<file path="src/rtl/minhash_sort_ctrl.sv">
// Controller that streams one set of signatures into an external min-k sorter,
// then captures the sorter's smallest indices and holds them for downstream.
module minhash_sort_ctrl #(
  parameter int INDICES_COUNT = 4,
  parameter int INDICE_LEN    = 6,
  parameter int SIGNATURE_LEN = 32,
  parameter int SET_LEN       = 64
) (
  input  logic                                clk,
  input  logic                                rst_n,
  input  logic                                start,
  input  logic                                abort,
  input  logic                                in_valid,
  output logic                                in_ready,
  input  logic [SIGNATURE_LEN-1:0]            in_signature,
  output logic [SIGNATURE_LEN-1:0]            srt_signature,
  output logic [INDICE_LEN-1:0]               srt_index,
  output logic                                srt_rst_n,
  output logic                                srt_end_sorting,
  input  logic [INDICES_COUNT*INDICE_LEN-1:0] srt_smallest_idx,
  output logic                                out_valid,
  input  logic                                out_ready,
  output logic [INDICES_COUNT*INDICE_LEN-1:0] out_idx,
  output logic                                busy,
  output logic [15:0]                         sets_done
);

  typedef enum logic [2:0] {
    S_IDLE   = 3'd0,
    S_CLEAR  = 3'd1,
    S_FEED   = 3'd2,
    S_DONE   = 3'd3,
    S_RESULT = 3'd4
  } state_t;

  localparam logic [INDICE_LEN-1:0] LAST_CNT = INDICE_LEN'(SET_LEN - 1);

  state_t                              state_r;
  state_t                              state_nxt_s;
  logic [INDICE_LEN-1:0]               cnt_r;
  logic [INDICES_COUNT*INDICE_LEN-1:0] out_idx_r;
  logic [15:0]                         sets_done_r;

  logic in_ready_r, busy_r, out_valid_r, srt_end_sorting_r, srt_rst_n_r;
  logic in_ready_nxt_s, busy_nxt_s, out_valid_nxt_s, srt_end_sorting_nxt_s, srt_rst_n_nxt_s;
  logic accept_s;

  // in_ready_r is high exactly while in FEED, so it doubles as the FEED qualifier
  assign accept_s = in_valid & in_ready_r;

  // State register
  always_ff @(posedge clk) begin
    if (!rst_n) begin
      state_r <= S_IDLE;
    end else begin
      state_r <= state_nxt_s;
    end
  end

  // Next-state logic; abort outranks the final-beat move to DONE
  always_comb begin
    state_nxt_s = state_r;
    case (state_r)
      S_IDLE: begin
        if (start) state_nxt_s = S_CLEAR;
        else       state_nxt_s = S_IDLE;
      end
      S_CLEAR: begin
        if (abort) state_nxt_s = S_IDLE;
        else       state_nxt_s = S_FEED;
      end
      S_FEED: begin
        if (abort)                              state_nxt_s = S_IDLE;
        else if (accept_s && (cnt_r == LAST_CNT)) state_nxt_s = S_DONE;
        else                                    state_nxt_s = S_FEED;
      end
      S_DONE: begin
        if (abort) state_nxt_s = S_IDLE;
        else       state_nxt_s = S_RESULT;
      end
      S_RESULT: begin
        if (out_ready) state_nxt_s = S_IDLE;
        else           state_nxt_s = S_RESULT;
      end
      default: state_nxt_s = S_IDLE;
    endcase
  end

  // Output decode from the upcoming state so every control output is a flop
  always_comb begin
    in_ready_nxt_s        = (state_nxt_s == S_FEED);
    busy_nxt_s            = (state_nxt_s != S_IDLE);
    out_valid_nxt_s       = (state_nxt_s == S_RESULT);
    srt_end_sorting_nxt_s = (state_nxt_s == S_DONE);
    srt_rst_n_nxt_s       = (state_nxt_s != S_CLEAR);
  end

  // Control output registers; the sorter is held in clear while rst_n is low
  always_ff @(posedge clk) begin
    if (!rst_n) begin
      in_ready_r        <= 1'b0;
      busy_r            <= 1'b0;
      out_valid_r       <= 1'b0;
      srt_end_sorting_r <= 1'b0;
      srt_rst_n_r       <= 1'b0;
    end else begin
      in_ready_r        <= in_ready_nxt_s;
      busy_r            <= busy_nxt_s;
      out_valid_r       <= out_valid_nxt_s;
      srt_end_sorting_r <= srt_end_sorting_nxt_s;
      srt_rst_n_r       <= srt_rst_n_nxt_s;
    end
  end

  // Beat counter: cleared in CLEAR, advances only on accepted beats
  always_ff @(posedge clk) begin
    if (!rst_n) begin
      cnt_r <= {INDICE_LEN{1'b0}};
    end else if (state_r == S_CLEAR) begin
      cnt_r <= {INDICE_LEN{1'b0}};
    end else if (accept_s) begin
      cnt_r <= cnt_r + {{(INDICE_LEN-1){1'b0}}, 1'b1};
    end else begin
      cnt_r <= cnt_r;
    end
  end

  // Result capture at the end of DONE (skipped when the set is aborted there)
  always_ff @(posedge clk) begin
    if (!rst_n) begin
      out_idx_r <= {(INDICES_COUNT*INDICE_LEN){1'b0}};
    end else if ((state_r == S_DONE) && !abort) begin
      out_idx_r <= srt_smallest_idx;
    end else begin
      out_idx_r <= out_idx_r;
    end
  end

  // Delivered-result counter, wraps naturally at 16 bits
  always_ff @(posedge clk) begin
    if (!rst_n) begin
      sets_done_r <= 16'd0;
    end else if ((state_r == S_RESULT) && out_ready) begin
      sets_done_r <= sets_done_r + 16'd1;
    end else begin
      sets_done_r <= sets_done_r;
    end
  end

  // Sorter feed: idle cycles present an all-ones signature that can never win
  always_comb begin
    if (accept_s) begin
      srt_signature = in_signature;
      srt_index     = cnt_r;
    end else begin
      srt_signature = {SIGNATURE_LEN{1'b1}};
      srt_index     = {INDICE_LEN{1'b0}};
    end
  end

  assign in_ready        = in_ready_r;
  assign busy            = busy_r;
  assign out_valid       = out_valid_r;
  assign srt_end_sorting = srt_end_sorting_r;
  assign srt_rst_n       = srt_rst_n_r;
  assign out_idx         = out_idx_r;
  assign sets_done       = sets_done_r;

endmodule

</file>
<file path="config.mk">
export PLATFORM = sky130hd
export DESIGN_NAME = minhash_sort_ctrl
export DESIGN_NICKNAME = d
export VERILOG_FILES = /design/src/rtl/minhash_sort_ctrl.sv
export SDC_FILE = /design/constraint.sdc
export NUM_CORES = 1
export LEC_CHECK = 0
export CAP_MARGIN = 20
export CORE_AREA = 5 5 90 92
export CTS_BUF_LIST = sky130_fd_sc_hd__clkbuf_2 sky130_fd_sc_hd__clkbuf_4 sky130_fd_sc_hd__clkbuf_8
export CTS_CLUSTER_DIAMETER = 200
export DETAILED_ROUTE_END_ITERATION = 10
export DIE_AREA = 0 0 95 97
export PLACE_DENSITY = 0.76
export SLEW_MARGIN = 20
export SYNTH_ARGS = -nofsm -noshare
export SYNTH_HDL_FRONTEND = slang
export SYNTH_SLANG_ARGS = --single-unit
</file>
<file path="constraint.sdc">
create_clock -name clk -period 1.9 [get_ports clk]
set_clock_uncertainty 0.05 [all_clocks]
set_input_delay 0.285 -clock clk [delete_from_list [all_inputs] [get_ports clk]]
set_output_delay 0.285 -clock clk [all_outputs]
set_load 0.01 [all_outputs]
</file>
# Word-level counts from Yosys, hierarchy flattened
# Index checks and enable logic that the tools add are counted.
# W data, S select, Z words.
# totals
latch_bits	0
register_bits	54
ram_bits	0
output_inout_bits	83
romBits	0
n_memories	0
wordCells	38
inputBits	62
# classes
n_lt_le_gt_ge	0
n_reduce_logical	7
n_bitwise	2
n_addsub	2
shifts	0
eq_ne	9
n_div	0
mul	0
n_mux	9
# op_table
cell	count
$mux W32	1
$add A16 B1 Y16 const B	1
$pmux W3 S5	1
$eq A3 B2 Y1 const B	4
$add A6 B1 Y6 const B	1
$eq A3 B3 Y1 const B	2
$eq A6 B6 Y1 const B	1
$mux W3	2
$mux W6	1
$mux W2	2
$eq A3 B1 Y1 const B	1
$logic_and A1 B1 Y1	3
$logic_not A3 Y1	1
$ne A3 B1 Y1 const B	1
$reduce_bool A3 Y1	1
$mux W1	2
$reduce_or A2 Y1	1
$and A1 B1 Y1	1
$logic_not A1 Y1	1
$not A1 Y1	1

# Depth between registers and ports, before layout
# Gate-level depths: netlist of run 1.
# depth
depth_word	6
mapped_depth	7
ltp_nobuf	5

# Worst setup path before layout of run 1
# No wires, ideal clock.
# synth_path
kind	register -> register
startpoint	register state_r[0]
endpoint	register sets_done_r[10], in the netlist sets_done[10]
n_path_buf	3
path_slack_ns	0.003
period_less_slack_ns	1.897
path_stages_with_launch	8
setup_time_ns	0.070
arrival_time_ns	1.776
cell_sequence	dfxtp_1 buf_4 nand4bb_1 buf_2 or4_1 buf_2 or3_1 a21oi_1
# synth_via
elab_chain_len	2
# synth_lines
element	line_no	source
start: declaration	38	state_t state_r;
start signal: assignment	56	state_r <= state_nxt_s;
$eq A3 B3 Y1	143	end else if ((state_r == S_RESULT) && out_ready) begin
$logic_and A1 B1 Y1	143	
end signal: assignment	144	sets_done_r <= sets_done_r + 16'd1;
end signal: assignment	146	sets_done_r <= sets_done_r;
end: declaration	42	logic [15:0] sets_done_r;
# Every way passes these cells.
# A chain may end at the register's enable or synchronous reset.

# Worst setup path in the final report of run 1
# layout_path
startpoint	input port in_valid
endpoint	output port srt_signature[13]
# layout_via
elab_chain_len	2
# layout_lines
element	line_no	source
start: declaration	13	input logic in_valid,
$and A1 B1 Y1	49	assign accept_s = in_valid & in_ready_r;
$mux W32	152	if (accept_s) begin
end: declaration	16	output logic [SIGNATURE_LEN-1:0] srt_signature,
# Every way passes these cells.

==> flow_metrics.tcl, run 1 <==
set metrics [dict create \
    critPathLaunch "in_valid" \
    cts_buffers 5 \
    critPathTopFamily "buffers and inverters" \
    p_leak_nw 1.48 \
    cp_data_required_time_ns 1.56 \
    critPathMaxStageDelay_ns 0.49 \
    grt_use_total_pct 15.7 \
    grt_pass1_vias 2452 \
    max-clock-path-buffers 2 \
    layout_common_cells "clkdlybuf4s50_1 (106), nand2_1 (61), dfxtp_1 (54)" \
    drc_errors 0 \
    pwr-share-seq_pct 54.5 \
    clock-sinks 54 \
    finalNonFillerCells 547 \
    place.port_buffers 144 \
    r2r-start "sets_done[1]" \
    hold_viol_final 0 \
    worstHoldStart "out_idx[9]" \
    crit_arrival_ns 1.48 \
    core_area_um2 7140 \
    irDropWorstVdd_uv 419 \
    placed_cell_area_um2 4050 \
    fmax_ghz 0.551 \
    dieArea_um2 9220 \
    clk_pin_slew_ns 0.09 \
    dp_hpwl_um 5770 \
    combPwrFrac_pct 11.5 \
    routed_wirelength_um 7410 \
    htreeDepth 2 \
    synth_area_um2 2360 \
    top_level_ports 145 \
    n_antenna_cell 0 \
    fillers 660 \
    worstSkewPairLatency_ns 0.29 \
    cp-start-kind "input port" \
    synth_warnings 0 \
    syn_inst 291 \
    cts_root_buffer "clkbuf_8" \
    critPathSlowestCell "clkdlybuf4s50_1" \
    ctsHoldBuffers 0 \
    tightest_slew_ns 0.465 \
    drive_above_1_share_pct 8.26 \
    grt_max_degree 25 \
    utilization_pct 58.1 \
    syn_nets 355 \
    vias_per_cell 4.53 \
    avgSynthCellArea_um2 8.12 \
    synth_seq_cells 54 \
    layout_setup_ws_ns 0.0861 \
    hp-class "reg2reg" \
    status "finished, final reports clean" \
    die_y_um 97 \
    p_int_mw 1.68 \
    synth_seq_area_share_pct 45.7 \
    cts_tree "yes" \
    area_growth_pct 75.3 \
    std_cell_rows 31 \
    crit_chain "clkdlybuf4s50_1, and2_4, buf_12, nand2b_1, dlygate4sd2_1" \
    cap_violations 0 \
    first_iter_violations 84 \
    ant_nets 0 \
    seq_area_um2 1080 \
    antenna_found_initial 0 \
    place_inst 538 \
    synth-edff-count 0 \
    switchingPower_mw 0.427 \
    power_frac_clock_pct 34.0 \
    routabilityCongestion 0.808 \
    finalNetCount 511 \
    vias 2480 \
    initial_core_util_pct 33.1 \
    die_w_um 95 \
    layout_commonest_cell "clkdlybuf4s50_1" \
    ys_types 33 \
    p_per_area_nw_per_um2 507 \
    async_reset_ff_share_pct 0 \
    place_ws_ns -0.246 \
    slew_viol_final 0 \
    critical_path_class "in2out" \
    rsz0062_at_grt "no" \
    wl_per_cell_um 13.5 \
    max_slew_margin_pct 68.8 \
    report.final.setup_viol 0 \
    sw_frac_of_total_pct 20.3 \
    end_kind "output pin" \
    synthFlopType "dfxtp_1" \
    grt_first_pass_wirelength_um 11900 \
    multi_input_area_um2 1210 \
    fin_crit_ns 1.81 \
    cp_max_fo 16 \
    firstDrtPassIters 4 \
    total_power_mw 2.10 \
    crit_buf_inv 3 \
    timing.final.crit_share_pct 95.5 \
    overflow 0 \
    finish.instance_area_um2 4140 \
]
-- sequential cells by signal, summed over array words and instances (netlist names) --
| name | flops |
|---|---|
| busy | 1 |
| cnt_r | 6 |
| out_idx | 24 |
| out_valid | 1 |
| sets_done | 16 |
| srt_rst_n | 1 |
| state_r | 3 |
| srt_end_sorting | 1 |
| in_ready | 1 |
-- kinds of logic after synthesis --
kind of cell / Yosys count / synth area share [%]
and+or+nand+nor: 156 / 33.7
adders and majority gates: 2 / 1.06
buffers and inverters: 22 / 4.08
xor gates and xnor gates: 13 / 4.82
DFF: 54 / 45.7
muxes: 4 / 1.69
AOI/OAI and AO/OA: 40 / 8.95
-- path summary, 6_finish.rpt --
check                      endpoint  cells after the start  slack (ns)
setup reg to reg      sets_done[12]                      5        0.12
hold reg to reg          out_idx[9]                      2        0.41
hold / removal           out_idx[9]                      2        0.41
setup / recovery  srt_signature[13]                      5        0.09
-- Yosys cell counts, types with 4 or more instances --
cell type	count	area, µm²
nand2_1	61	229
dfxtp_1	54	1080
nand2b_1	38	238
a21oi_1	30	150
clkbuf_1	16	60.1
nor2_1	15	56.3
and3_1	8	50.1
nand3_1	8	40.0
xor2_1	8	70.1
nand4_1	6	37.5
o21ai_0	5	25.0
xnor2_1	5	43.8
mux2i_1	4	40.0
or3_1	4	25.0
-- per-layer routing --
metal / track usage [%] / share of wire, % / vias to the layer above
met5: 0 / 0 / -
met4: 2.22 / 0.61 / 0
met3: 5.28 / 6.7 / 6
met2: 27.0 / 50 / 67
met1: 19.4 / 42 / 1138
li1: - / - / 1269
-- layout make-up --
| cell class | count | share of cell area (%) |
|---|---|---|
| Tap cell | 99 | 2.99 |
| Sequential cell | 54 | 26.1 |
| Clock buffer | 8 | 2.66 |
| Multi-Input combinational cell | 215 | 29.1 |
| Timing Repair Buffer | 169 | 38.9 |
| Inverter | 2 | 0.181 |
-- tightest hold or removal path, delay by kind of cell, from the launching register on --
family / cells / cell delay, ns
AO/OA/AOI/OAI: 1 / 0.05
flip-flops: 1 / 0.32
AND/OR/NAND/NOR: 1 / 0.05
-- power groups by stage --
stage	combinational, mW	clock [mW]	sequential, mW
2_1_floorplan	0.0620	0	1.17
3_3_place_gp	0.241	0	1.17
3_5_place_dp	0.243	0	1.17
4_1_cts	0.243	0.749	1.15
5_1_grt	0.257	0.808	1.15
6_report	0.242	0.716	1.15
-- stage by stage --
stage	hold slack (ns)	TNS, ns
global placement	0.390	-5.12
detailed placement	0.398	-5.94
finish	0.408	0
floorplan	0.371	0
CTS	0.411	0
global route	0.427	0
-- repair_timing --
item | CTS | global route
cloned | 1 | 0
resized for setup | 41 | 1
hold endpoints to repair | 0 | 0
setup buffers | 0 | 0
endpoints found under the setup margin | 38 | 3
Power figures use the tool's default switching activity.
==> run 2: changes to the inputs <==
--- a/config.mk
+++ b/config.mk
@@ -8,7 +8,6 @@
 export CAP_MARGIN = 20
 export CORE_AREA = 5 5 90 92
 export CTS_BUF_LIST = sky130_fd_sc_hd__clkbuf_2 sky130_fd_sc_hd__clkbuf_4 sky130_fd_sc_hd__clkbuf_8
-export CTS_CLUSTER_DIAMETER = 200
 export DETAILED_ROUTE_END_ITERATION = 10
 export DIE_AREA = 0 0 95 97
 export PLACE_DENSITY = 0.76
==> results of run 2 <==
Final layout, timing and power as in run 1 (identical DEF).
==> run 3: changes to the inputs <==
--- a/config.mk
+++ b/config.mk
@@ -8,6 +8,7 @@
 export CAP_MARGIN = 20
 export CORE_AREA = 5 5 90 92
 export CTS_BUF_LIST = sky130_fd_sc_hd__clkbuf_2 sky130_fd_sc_hd__clkbuf_4 sky130_fd_sc_hd__clkbuf_8
+export CTS_CLUSTER_DIAMETER = 200
 export DETAILED_ROUTE_END_ITERATION = 10
 export DIE_AREA = 0 0 95 97
 export PLACE_DENSITY = 0.76
==> constraint.sdc (replaced) <==
create_clock -name clk -period 1.65 [get_ports clk]
set_clock_uncertainty 0.05 [all_clocks]
set_input_delay 0.2475 -clock clk [delete_from_list [all_inputs] [get_ports clk]]
set_output_delay 0.2475 -clock clk [all_outputs]
set_load 0.01 [all_outputs]
==> flow_metrics.tcl, run 3 (synthesized netlist as in run 1, its figures left out) <==
set metrics [dict create \
    status "finished, violations left" \
    violations "negative setup slack" \
    largest_reg_flops 24 \
    r2r-start "state_r[0]" \
    grt_pass1_vias 2579 \
    tightest_slew_ns 0.437 \
    crit_arrival_ns 1.89 \
    vias_per_cell 4.52 \
    layout_common_cells "clkdlybuf4s50_1 (97), nand2_1 (61), dfxtp_1 (46)" \
    dieArea_um2 9220 \
    r2r-end "sets_done[14]" \
    critPathCapture "sets_done[14]" \
    tns_ns -0.0766 \
    slew_viol_final 0 \
    ctsHoldBuffers 0 \
    max_slew_margin_pct 70.5 \
    report.final.setup_viol 3 \
    drc_errors 0 \
    routabilityCongestion 0.796 \
    first_iter_violations 68 \
    place.port_buffers 144 \
    cts_tree "yes" \
    core_area_um2 7140 \
    combPwrFrac_pct 12.5 \
    finish.instance_area_um2 4290 \
    cts_buffers 5 \
    clock-sinks 54 \
    die_y_um 97 \
    hold_viol_final 0 \
    cts_root_buffer "clkbuf_8" \
    grt_max_degree 26 \
    ff2ff_setup_slack_ns -0.04 \
    antenna_found_initial 0 \
    irDropWorstVdd_uv 495 \
    overflow 0 \
    r2r_cells 4 \
    placed_cell_area_um2 4180 \
    power_frac_clock_pct 32.6 \
    routed_wirelength_um 7840 \
    grt_first_pass_wirelength_um 12700 \
    dp_hpwl_um 5790 \
    route.met2.wl_um 3910 \
    maxUsedRoutingLayer "met4" \
    wl_per_cell_um 13.9 \
    finalNonFillerCells 565 \
    end_kind "flop" \
    n_antenna_cell 0 \
    layout_commonest_cell "clkdlybuf4s50_1" \
    finalNetCount 529 \
    p_leak_nw 1.73 \
    layout_setup_ws_ns -0.0380 \
    rsz0062_at_grt "yes" \
    critical_path_class "reg2reg" \
    pwr-share-seq_pct 55.0 \
    top_level_ports 145 \
    hp-class "reg2reg" \
    whs_ns 0.411 \
    std_cell_rows 31 \
    die_w_um 95 \
    vias 2552 \
    clk_pin_slew_ns 0.10 \
    p_per_area_nw_per_um2 560 \
    grt_use_total_pct 17.0 \
    wl_met3_um 499 \
    cap_violations 0 \
    max-clock-path-buffers 2 \
    wl_met1_um 3380 \
    timing.final.crit_share_pct 102 \
    cp-start-kind "flop" \
    utilization_pct 60.0 \
    fin_crit_ns 1.69 \
    drive_above_1_share_pct 20.8 \
    switchingPower_mw 0.523 \
    cp_max_fo 7 \
    p_int_mw 1.88 \
    initial_core_util_pct 33.1 \
    area_growth_pct 81.3 \
    place_inst 551 \
    sw_frac_of_total_pct 21.8 \
    worstSkewPairLatency_ns 0.31 \
    fmax_ghz 0.592 \
    ant_nets 0 \
    htreeDepth 2 \
    total_power_mw 2.40 \
    critPathLaunch "state_r[0]" \
    firstDrtPassIters 4 \
    cp_data_required_time_ns 1.85 \
    place_ws_ns -0.438 \
]
[run 3: layout make-up]
type                       instances  area, µm²
fill                             642       2850
timing repair buffer             187       1740
multi-input combinational        215       1230
sequential                        54       1090
tap                               99        124
clock buffer                       7       90.1
inverter                           2       7.51
clock inverter                     1       5.00
[run 3: worst min path at each step]
| stage | from | to | slack [ns] | depth (start not counted) |
|---|---|---|---|---|
| 2_1_floorplan | srt_smallest_idx[0] | out_idx[0] | 0.33 | 2 |
| 3_3_place_gp | out_idx[21] | out_idx[21] | 0.39 | 2 |
| 3_5_place_dp | out_idx[1] | out_idx[1] | 0.40 | 2 |
| 4_1_cts | out_idx[1] | out_idx[1] | 0.41 | 2 |
| 5_1_grt | srt_smallest_idx[16] | out_idx[16] | 0.43 | 3 |
| 6_report | out_idx[22] | out_idx[22] | 0.41 | 2 |
[run 3: critical path, cell delays in order, from the launching register on]
cell and delay (ns):
dfxtp_2 0.34, nand4bb_1 0.19, or4_4 0.59, or3_1 0.36, a21oi_1 0.12
[run 3: what timing repair did]
item / in CTS / in global routing
setup buffers: 2 / 1
gates resized for setup: 147 / 16
endpoints found under the hold margin: 0 / 0
setup endpoints to repair: 46 / 28
gates cloned: 3 / 0
pin swaps: 3 / 2
[run 3: routing by layer]
layer,global-route usage (%),up-vias
met4,2.66,0
met2,28.1,63
li1,-,1303
met1,21.6,1179
met5,0,-
met3,5.66,7
[run 3: power by group through the flow]
stage,clock network (mW),logic (mW),registers [mW]
final,0.781,0.300,1.32
after global routing,0.870,0.319,1.32
after CTS,0.805,0.298,1.32
after detailed placement,0,0.291,1.35
after global placement,0,0.290,1.35
after floorplan,0,0.0724,1.35
